**src/rtl/smol_pkg.sv**
```systemverilog
// Shared types and operation-decode helpers for the smolCore multiply/divide unit.
package smol_pkg;

    typedef enum logic [2:0] {
        MUL    = 3'd0,
        MULH   = 3'd1,
        MULHSU = 3'd2,
        MULHU  = 3'd3,
        DIV    = 3'd4,
        DIVU   = 3'd5,
        REM    = 3'd6,
        REMU   = 3'd7
    } md_op_e;

    typedef enum logic [1:0] {
        IDLE,
        CALC,
        DONE
    } md_state_e;

    function automatic logic is_div(input md_op_e op);
        return op inside {DIV, DIVU, REM, REMU};
    endfunction

    function automatic logic is_signed_a(input md_op_e op);
        return op inside {MUL, MULH, MULHSU, DIV, REM};
    endfunction

    function automatic logic is_signed_b(input md_op_e op);
        return op inside {MUL, MULH, DIV, REM};
    endfunction

    // For divides the remainder lives in the upper half of the accumulator,
    // so REM/REMU count as "high" results alongside the MULH variants.
    function automatic logic returns_high(input md_op_e op);
        return op inside {MULH, MULHSU, MULHU, REM, REMU};
    endfunction

endpackage

```
**src/rtl/smol_md_step.sv**
```systemverilog
// One iteration of the shared engine: shift-add for multiply, restoring
// trial-subtract for divide, on a {hi, lo} accumulator.
module smol_md_step #(
    parameter int WIDTH = 32
) (
    input  logic               mode_i,
    input  logic [2*WIDTH-1:0] acc_i,
    input  logic [WIDTH-1:0]   opnd_i,
    output logic [2*WIDTH-1:0] acc_o
);

    logic [WIDTH-1:0] hi;
    logic [WIDTH-1:0] lo;
    logic [WIDTH:0]   addSum;
    logic [WIDTH:0]   remShift;
    logic [WIDTH:0]   trial;

    assign hi = acc_i[2*WIDTH-1:WIDTH];
    assign lo = acc_i[WIDTH-1:0];

    // Multiply keeps the multiplier in lo and shifts the product in from the top;
    // divide keeps the dividend in lo and shifts quotient bits in from the bottom.
    always_comb begin
        addSum   = lo[0] ? ({1'b0, hi} + {1'b0, opnd_i}) : {1'b0, hi};
        remShift = {hi, lo[WIDTH-1]};
        trial    = remShift - {1'b0, opnd_i};
        acc_o    = {addSum, lo[WIDTH-1:1]};
        if (mode_i) begin
            if (trial[WIDTH]) begin
                acc_o = {remShift[WIDTH-1:0], lo[WIDTH-2:0], 1'b0};
            end else begin
                acc_o = {trial[WIDTH-1:0], lo[WIDTH-2:0], 1'b1};
            end
        end
    end

endmodule

```
**src/rtl/smol_muldiv.sv**
```systemverilog
// Iterative RISC-V M-extension multiply/divide unit, one bit per cycle,
// with valid/ready handshakes on request and result sides.
module smol_muldiv
    import smol_pkg::*;
#(
    parameter int WIDTH = 32,
    parameter int CNT_W = $clog2(WIDTH) + 1
) (
    input  logic             clk,
    input  logic             rst,
    input  logic             flush,
    input  logic             in_valid,
    output logic             in_ready,
    input  md_op_e           op_sel,
    input  logic [WIDTH-1:0] rs1,
    input  logic [WIDTH-1:0] rs2,
    output logic             out_valid,
    input  logic             out_ready,
    output logic [WIDTH-1:0] md_out,
    output logic             div_by_zero
);

    localparam logic [WIDTH-1:0] MinVal = {1'b1, {(WIDTH-1){1'b0}}};

    md_state_e          stateQ, stateD;
    md_op_e             opQ, opD;
    logic [CNT_W-1:0]   cntQ, cntD;
    logic [2*WIDTH-1:0] accQ, accD;
    logic [WIDTH-1:0]   opndQ, opndD;
    logic               negQ, negD;
    logic [WIDTH-1:0]   resultQ, resultD;
    logic               dbzQ, dbzD;

    logic               signA, signB, inIsDiv, inIsRem, divZero, divOvf;
    logic [WIDTH-1:0]   magA, magB;
    logic [2*WIDTH-1:0] stepAcc, prodSigned;
    logic [WIDTH-1:0]   divVal, divSigned, finalRes;

    always_comb begin
        inIsDiv = is_div(op_sel);
        inIsRem = inIsDiv && returns_high(op_sel);
        signA   = is_signed_a(op_sel) && rs1[WIDTH-1];
        signB   = is_signed_b(op_sel) && rs2[WIDTH-1];
        magA    = signA ? -rs1 : rs1;
        magB    = signB ? -rs2 : rs2;
        divZero = inIsDiv && (rs2 == '0);
        divOvf  = inIsDiv && is_signed_a(op_sel) && (rs1 == MinVal) && (rs2 == '1);
    end

    smol_md_step #(
        .WIDTH(WIDTH)
    ) uStep (
        .mode_i (is_div(opQ)),
        .acc_i  (accQ),
        .opnd_i (opndQ),
        .acc_o  (stepAcc)
    );

    // Sign fix-up happens on the last iteration's output so the result is
    // registered in the same cycle the FSM enters DONE.
    always_comb begin
        prodSigned = negQ ? -stepAcc : stepAcc;
        divVal     = returns_high(opQ) ? stepAcc[2*WIDTH-1:WIDTH] : stepAcc[WIDTH-1:0];
        divSigned  = negQ ? -divVal : divVal;
        if (is_div(opQ)) begin
            finalRes = divSigned;
        end else if (returns_high(opQ)) begin
            finalRes = prodSigned[2*WIDTH-1:WIDTH];
        end else begin
            finalRes = prodSigned[WIDTH-1:0];
        end
    end

    always_comb begin
        stateD  = stateQ;
        opD     = opQ;
        cntD    = cntQ;
        accD    = accQ;
        opndD   = opndQ;
        negD    = negQ;
        resultD = resultQ;
        dbzD    = dbzQ;
        if (flush) begin
            stateD = IDLE;
        end else begin
            unique case (stateQ)
                IDLE: begin
                    if (in_valid) begin
                        opD  = op_sel;
                        negD = inIsRem ? signA : (signA ^ signB);
                        if (divZero) begin
                            resultD = inIsRem ? rs1 : '1;
                            dbzD    = 1'b1;
                            stateD  = DONE;
                        end else if (divOvf) begin
                            resultD = inIsRem ? '0 : MinVal;
                            dbzD    = 1'b0;
                            stateD  = DONE;
                        end else begin
                            accD   = {{WIDTH{1'b0}}, (inIsDiv ? magA : magB)};
                            opndD  = inIsDiv ? magB : magA;
                            cntD   = CNT_W'(WIDTH);
                            dbzD   = 1'b0;
                            stateD = CALC;
                        end
                    end
                end
                CALC: begin
                    accD = stepAcc;
                    cntD = cntQ - CNT_W'(1);
                    if (cntQ == CNT_W'(1)) begin
                        resultD = finalRes;
                        stateD  = DONE;
                    end
                end
                DONE: begin
                    if (out_ready) begin
                        stateD = IDLE;
                    end
                end
                default: stateD = IDLE;
            endcase
        end
    end

    always_ff @(posedge clk) begin
        if (rst) begin
            stateQ  <= IDLE;
            opQ     <= MUL;
            cntQ    <= '0;
            accQ    <= '0;
            opndQ   <= '0;
            negQ    <= 1'b0;
            resultQ <= '0;
            dbzQ    <= 1'b0;
        end else begin
            stateQ  <= stateD;
            opQ     <= opD;
            cntQ    <= cntD;
            accQ    <= accD;
            opndQ   <= opndD;
            negQ    <= negD;
            resultQ <= resultD;
            dbzQ    <= dbzD;
        end
    end

    assign in_ready    = (stateQ == IDLE);
    assign out_valid   = (stateQ == DONE);
    assign md_out      = resultQ;
    assign div_by_zero = dbzQ;

endmodule

```
**config.mk**
```make
export PLATFORM = sky130hd
export DESIGN_NAME = smol_muldiv
export DESIGN_NICKNAME = d
export VERILOG_FILES = /design/src/rtl/smol_pkg.sv /design/src/rtl/smol_md_step.sv /design/src/rtl/smol_muldiv.sv
export SDC_FILE = /design/constraint.sdc
export NUM_CORES = 1
export LEC_CHECK = 0
export ABC_AREA = 1
export CAP_MARGIN = 20
export CORE_UTILIZATION = 30
export CTS_BUF_LIST = sky130_fd_sc_hd__clkbuf_4 sky130_fd_sc_hd__clkbuf_8
export CTS_CLUSTER_DIAMETER = 120
export DETAILED_ROUTE_END_ITERATION = 7
export SLEW_MARGIN = 20
export SYNTH_ARGS = -nofsm -noshare
export SYNTH_HDL_FRONTEND = slang
export SYNTH_SLANG_ARGS = --single-unit
```
**constraint.sdc**
```tcl
create_clock -name clk -period 4.05 [get_ports clk]
set_clock_uncertainty 0.05 [all_clocks]
set_input_delay 0.6075 -clock clk [delete_from_list [all_inputs] [get_ports clk]]
set_output_delay 0.6075 -clock clk [all_outputs]
set_load 0.005 [all_outputs]
```
* Word level (Yosys, flattened, before mapping)
Cells that the tools add are included.
** Operators by class
- Equal/unequal tests :: 25
- Multiplexer cells :: 35
- Reduce and logical (&&, ||, !) cells :: 23
- Bitwise logic cells :: 4
- Add/subtract/negate cells :: 7
** Operators by type and width (number)
- 32-bit two-way mux :: 14
- 64-bit two-way mux :: 6
- 64-bit case mux with 2 select lines :: 1
- 32-bit negation :: 3
- 32-bit == test, second input constant :: 2
- 64-bit negation :: 1
- 32-bit case mux with 2 select lines :: 1
- 32-bit by 32-bit adder with 33-bit output :: 1
- 33-bit two-way mux :: 1
- 33-bit by 32-bit subtractor with 33-bit output :: 1
- 32-bit zero test :: 1
- 3-bit == test, second input constant :: 8
- 6-bit two-way mux :: 3
- 5-bit AND reduction :: 3
- 5-bit nonzero test :: 3
- 3-bit by 2-bit == test with 1-bit output, second input constant :: 4
- 6-bit case mux with 2 select lines :: 1
- 4-bit nonzero test :: 3
- 2-bit two-way mux :: 5
- 2-bit inequality test, second input constant :: 4
- 1-bit logical AND :: 7
- 3-bit by 1-bit == test with 1-bit output, second input constant :: 2
- 6-bit by 1-bit == test with 1-bit output, second input constant :: 1
- 2-bit case mux with 3 select lines :: 1
- other kinds (13) :: 17
** Storage, ports and cells
- Input bits :: 72
- Flip-flop bits (word level) :: 141
- Logic and storage cells :: 102
- Output and inout port bits :: 35

* Longest topological paths before layout
- Depth in word-level cells :: 9
- Depth in mapped cells :: 36
- Depth with buffers taken out :: 36

* Hierarchy
A second synthesis with hierarchy kept.
** Second synthesis, totals
- Cells, all modules :: 3619
- Area, all modules :: 19017.0 µm²
** Modules (own cells, without submodules)
- smol_muldiv :: seq. area each 2822.7 µm², area an instance 12982.5 µm², instances 1, cells an instance 2338
- smol_md_step :: seq. area each 0.0 µm², area an instance 6034.5 µm², instances 1, cells an instance 1281

* Worst setup path before layout
Ideal clock, no wire load.
- Kind :: reg2reg
- From :: reg accQ[31]
- To :: reg resultQ[26], in the netlist md_out[26]
- Path buffers :: 0
- Setup slack :: -0.091 ns
- Library setup time :: 0.134 ns
- Cell stages (with the launch flop) :: 36
- Required time :: 3.866 ns
- Arrival :: 3.958 ns
- Period minus slack after synthesis :: 4.141 ns
- Path through :: dfxtp_1 > inv_1 > ha_1 > inv_1 > fa_1 > nand2_1 > nand2_1 > nand3_1 > nand2_2 > nand2_2 > nand2_2 > nand2_4 > nand3_2 > nand3_2 > nand2_1 > inv_2 > ha_1 > nand3_1 > nor2_1 > nand4_1 > nor2_2 > nand4_2 > nor2_4 > nand4_2 > nor2_2 > nand2_1 > nor2_2 > nand2_1 > nand2_1 > nand3_1 > nand2_1 > o21ai_1 > a21oi_1 > nand2_1 > nand2_1 > a21oi_1
** On the way
- Longest elaborated chain between the ends :: 9
- Elaborated cells on any way between the ends :: 12
- Classes of those cells :: add/sub: 3; mux: 9
** Ends and longest elaborated chain
- start: declaration :: line smol_muldiv.sv:28 : logic [2*WIDTH-1:0] accQ, accD;
- start signal: assignment :: line smol_muldiv.sv:131 : accQ <= '0;
- start signal: assignment :: line smol_muldiv.sv:140 : accQ <= accD;
- 33-bit by 32-bit subtractor with 33-bit output :: line smol_md_step.sv:26 : trial = remShift - {1'b0, opnd_i};
- 64-bit two-way mux :: line smol_md_step.sv:29 : if (trial[WIDTH]) begin
- 64-bit two-way mux (*) :: line smol_md_step.sv:28 : if (mode_i) begin
- 64-bit negation or 32-bit two-way mux (tied branches) :: line smol_muldiv.sv:62, smol_muldiv.sv:63
- 64-bit two-way mux or 32-bit negation (tied branches) :: line smol_muldiv.sv:62, smol_muldiv.sv:64
- 32-bit two-way mux, on equally long branches :: line smol_muldiv.sv:67, smol_muldiv.sv:64
- 32-bit two-way mux (*) :: line smol_muldiv.sv:65 : if (is_div(opQ)) begin
- 32-bit two-way mux (*) :: line smol_muldiv.sv:111 : if (cntQ == CNT_W'(1)) begin
- 32-bit case mux with 2 select lines (*) :: line smol_muldiv.sv:86 : unique case (stateQ)
- end signal: assignment :: line smol_muldiv.sv:143 : resultQ <= resultD;
- end: declaration :: line smol_muldiv.sv:31 : logic [WIDTH-1:0] resultQ, resultD;
Every way passes the cells marked *; elsewhere a longest branch is shown, timed or not. The select of a mux whose other input is x is not followed.
A chain may end at the register's enable or synchronous reset.

* Worst setup path in the final report
- From :: reg accQ[31]
- To :: reg resultQ[2], in the netlist md_out[2]
The elaborated chain is that of the path after synthesis.

==> reports/metrics.cfg <==
[outcome]
status=complete, but fails checks
violations=setup timing

[critical_path]
cp-end-kind=flip-flop
rr_worst_depth=31
critPathKind=reg2reg
crit_fanout=3
arrival_ns=4.63
cp_common_cell=nand2_4
r2r-end=md_out[2]
reg2reg_setup_slack_ns=-0.11
rr_startpoint=accQ[31]
cp.required_ns=4.52
cp-start-kind=flip-flop
worstSetupStartpoint=accQ[31]
cpPeakStageDelay_ns=0.34
cp_slowest_cell=dfxtp_2
cp-endpoint=md_out[2]

[yosys]
synth_edf_count=0
synth_nets=3535
ys_seq_area_frac=0.1530
ys_warn_count=0
synth_seq_cells=141
syn_area_per_cell_sq_um=5.444
syn-cell-area_sq_um=18450
synth_cells=3390
ys_async_sr_fraction=0
ys.flop_type=dfxtp_1
yosysTopAreaCell=nand2_1
yosys.area.top_type_share=0.2034
ys_types=63
synth_area_leaders=nand2_1 20%, dfxtp_1 15%, inv_1 9.3%

[place]
port_buffers=106
dpl.cell_count=4648
dpl_cell_area_sq_um=23830
dp_hpwl_microns=80580
gp_routability_congestion=1.065

[cells_and_area]
fin_area_sq_um=24860
final_nets=4048
multiInputGateArea_sq_um=13760
area_growth_pct=34.69
final-instance-count-excl-fill=4698
fill_cells=6702
layout_common_cells=972 x nand2_1, 513 x buf_4, 451 x inv_1
layout-drive-gt1-share=0.2007
regArea_sq_um=2838
mostFrequentLayoutCell=nand2_1
insertedDiodeCount=0

[sta]
min_period_ns=4.156
hold_viol=0
setup_slack_ns=-0.1056
tightest_slew_ns=1.049
setup_viol=17
slew_headroom=0.3006
rsz0062_at_grt=true
period_share=1.026
fmax_ghz=0.2406
whs_ns=0.4284
drv_slew=0

[floorplan]
io-pin-count=107
core_sq_um=60580
die_area_sq_um=62510
die_h_microns=250.0
std_cell_rows=90
initial_core_util=0.3046
die_w_microns=250.0

[cts]
cts_buffer_depth=2
numCtsBuffers=17
clock-root-buffer=clkbuf_8
cts_hold_buf=0
clock_latency_ns=0.58
clock-sinks=141
clkTransAtPathRegs_ns=0.12
cts_tree=built
h-tree-depth=4

[routing]
wl_per_cell_microns=20.82
vias=24910
ant_nets=0
drt_iter0_markers=3100
wl_microns=97810
firstDrtPassIters=7
vias_per_cell=5.302
drc_errors=0

[global_routing]
grt_pass1_wl_microns=141400
antenna_found_initial=2
grt_max_degree=82
grt_pass1_vias=22240
grt.overflow.total=0
grt.total_usage=0.3053

[run]
maxCapViolCount=0

[pwr]
power.density_nw_per_um2=255.9
p_leak_nw=12.41
vdd_drop_max_mv=0.2096

[worst_hold_path]
hold_path.class=reg2reg
hp-start=md_out[25]

==> kinds of logic (layout without fill, tap and decap cells) <==
| logic type | count (synthesis) | count (layout) | share of synthesized area |
|---|---|---|---|
| compound gates | 642 | 642 | 0.1977 |
| flops | 141 | 141 | 0.1530 |
| buf+inv | 617 | 1142 | 0.1303 |
| simple gates | 1822 | 1823 | 0.4235 |
| fa+ha+maj | 73 | 73 | 0.05031 |
| xor+xnor | 94 | 94 | 0.04461 |
| mux | 1 | 1 | 0.0006102 |
==> critical path, delay by kind of cell (launching register included) <==
| family | cells | cell delay [ns] |
|---|---|---|
| XOR/XNOR | 1 | 0.17 |
| buffers and inverters | 5 | 0.40 |
| flip-flops | 1 | 0.34 |
| AND/OR/NAND/NOR | 18 | 1.91 |
| adder cells (fa/ha/maj) | 3 | 0.60 |
| AO/OA/AOI/OAI | 4 | 0.65 |
==> routing by layer <==
layer | up-vias | global-route usage | part of all wire
met5 | - | 0 | 0.00021
met4 | 4 | 0.1383 | 0.047
met3 | 193 | 0.04652 | 0.090
met2 | 1251 | 0.4747 | 0.43
met1 | 11440 | 0.4133 | 0.43
li1 | 12020 | - | -
==> Yosys cell counts, types with 6 or more instances <==
cell and number:
a211oi_1 9, a21oi_1 247, a221oi_1 10, a31oi_1 28, and2_1 8, buf_1 19
buf_2 14, buf_6 6, clkbuf_1 92, clkinv_1 6, dfxtp_1 141, ha_1 71
inv_1 455, inv_2 20, nand2_1 1000, nand2_2 26, nand2_4 6, nand3_1 286
nand3_2 17, nand4_1 35, nor2_1 328, nor2_2 21, nor3_1 42, nor4_1 15
o2111ai_1 6, o211ai_1 36, o21ai_0 216, o21ai_1 23, o21ai_2 11, o21bai_1 10
o22ai_1 10, o31ai_1 7, or2_2 16, xnor2_1 18, xor2_1 76
==> per-stage QoR <==
stage,total power [mW],setup slack [ns],utilization,TNS [ns]
final,6.360,-0.1056,0.4103,-0.7601
after global routing,6.673,-0.3744,0.4103,-6.542
after CTS,6.193,-0.03166,0.4031,-0.05463
after detailed placement,4.904,-0.3171,0.3933,-5.396
after global placement,4.907,-0.2906,0.3933,-4.195
after floorplan,3.319,0.004138,-,0
==> layout make-up <==
cell class,count,area share
clock buffers,17,0.009413
well taps,782,0.03936
repair buffers,629,0.2042
clock inverters,15,0.006695
multi-input cells,2633,0.5534
flip-flops and latches,141,0.1142
inverters,481,0.07274
==> worst min path at each step <==
stage	endpoint	slack, ns	depth (start not counted)
final	md_out[25]	0.43	2
after global routing	md_out[17]	0.45	2
after CTS	md_out[25]	0.43	2
after detailed placement	md_out[25]	0.41	2
after global placement	accQ[9]	0.40	2
after floorplan	accQ[12]	0.39	2
==> registers in the layout (all words and copies together), names as in the netlist <==
register	count
accQ	64
md_out	32
opndQ	32
cntQ	6
opQ	3
stateQ	2
div_by_zero	1
negQ	1
==> power by group <==
| group | leakage (nW) | total (mW) | internal [mW] | switching (mW) |
|---|---|---|---|---|
| clock | 0.199 | 1.25 | 0.469 | 0.782 |
| sequential | 1.15 | 1.50 | 1.45 | 0.0478 |
| combinational | 11.1 | 3.61 | 1.32 | 2.29 |
==> what timing repair did <==
action	in CTS	in global routing
setup endpoints to repair	30	32
resized for setup	37	79
gates cloned	0	1
setup buffers	9	8
pin swaps	22	32
Power figures use the tool's default switching activity.
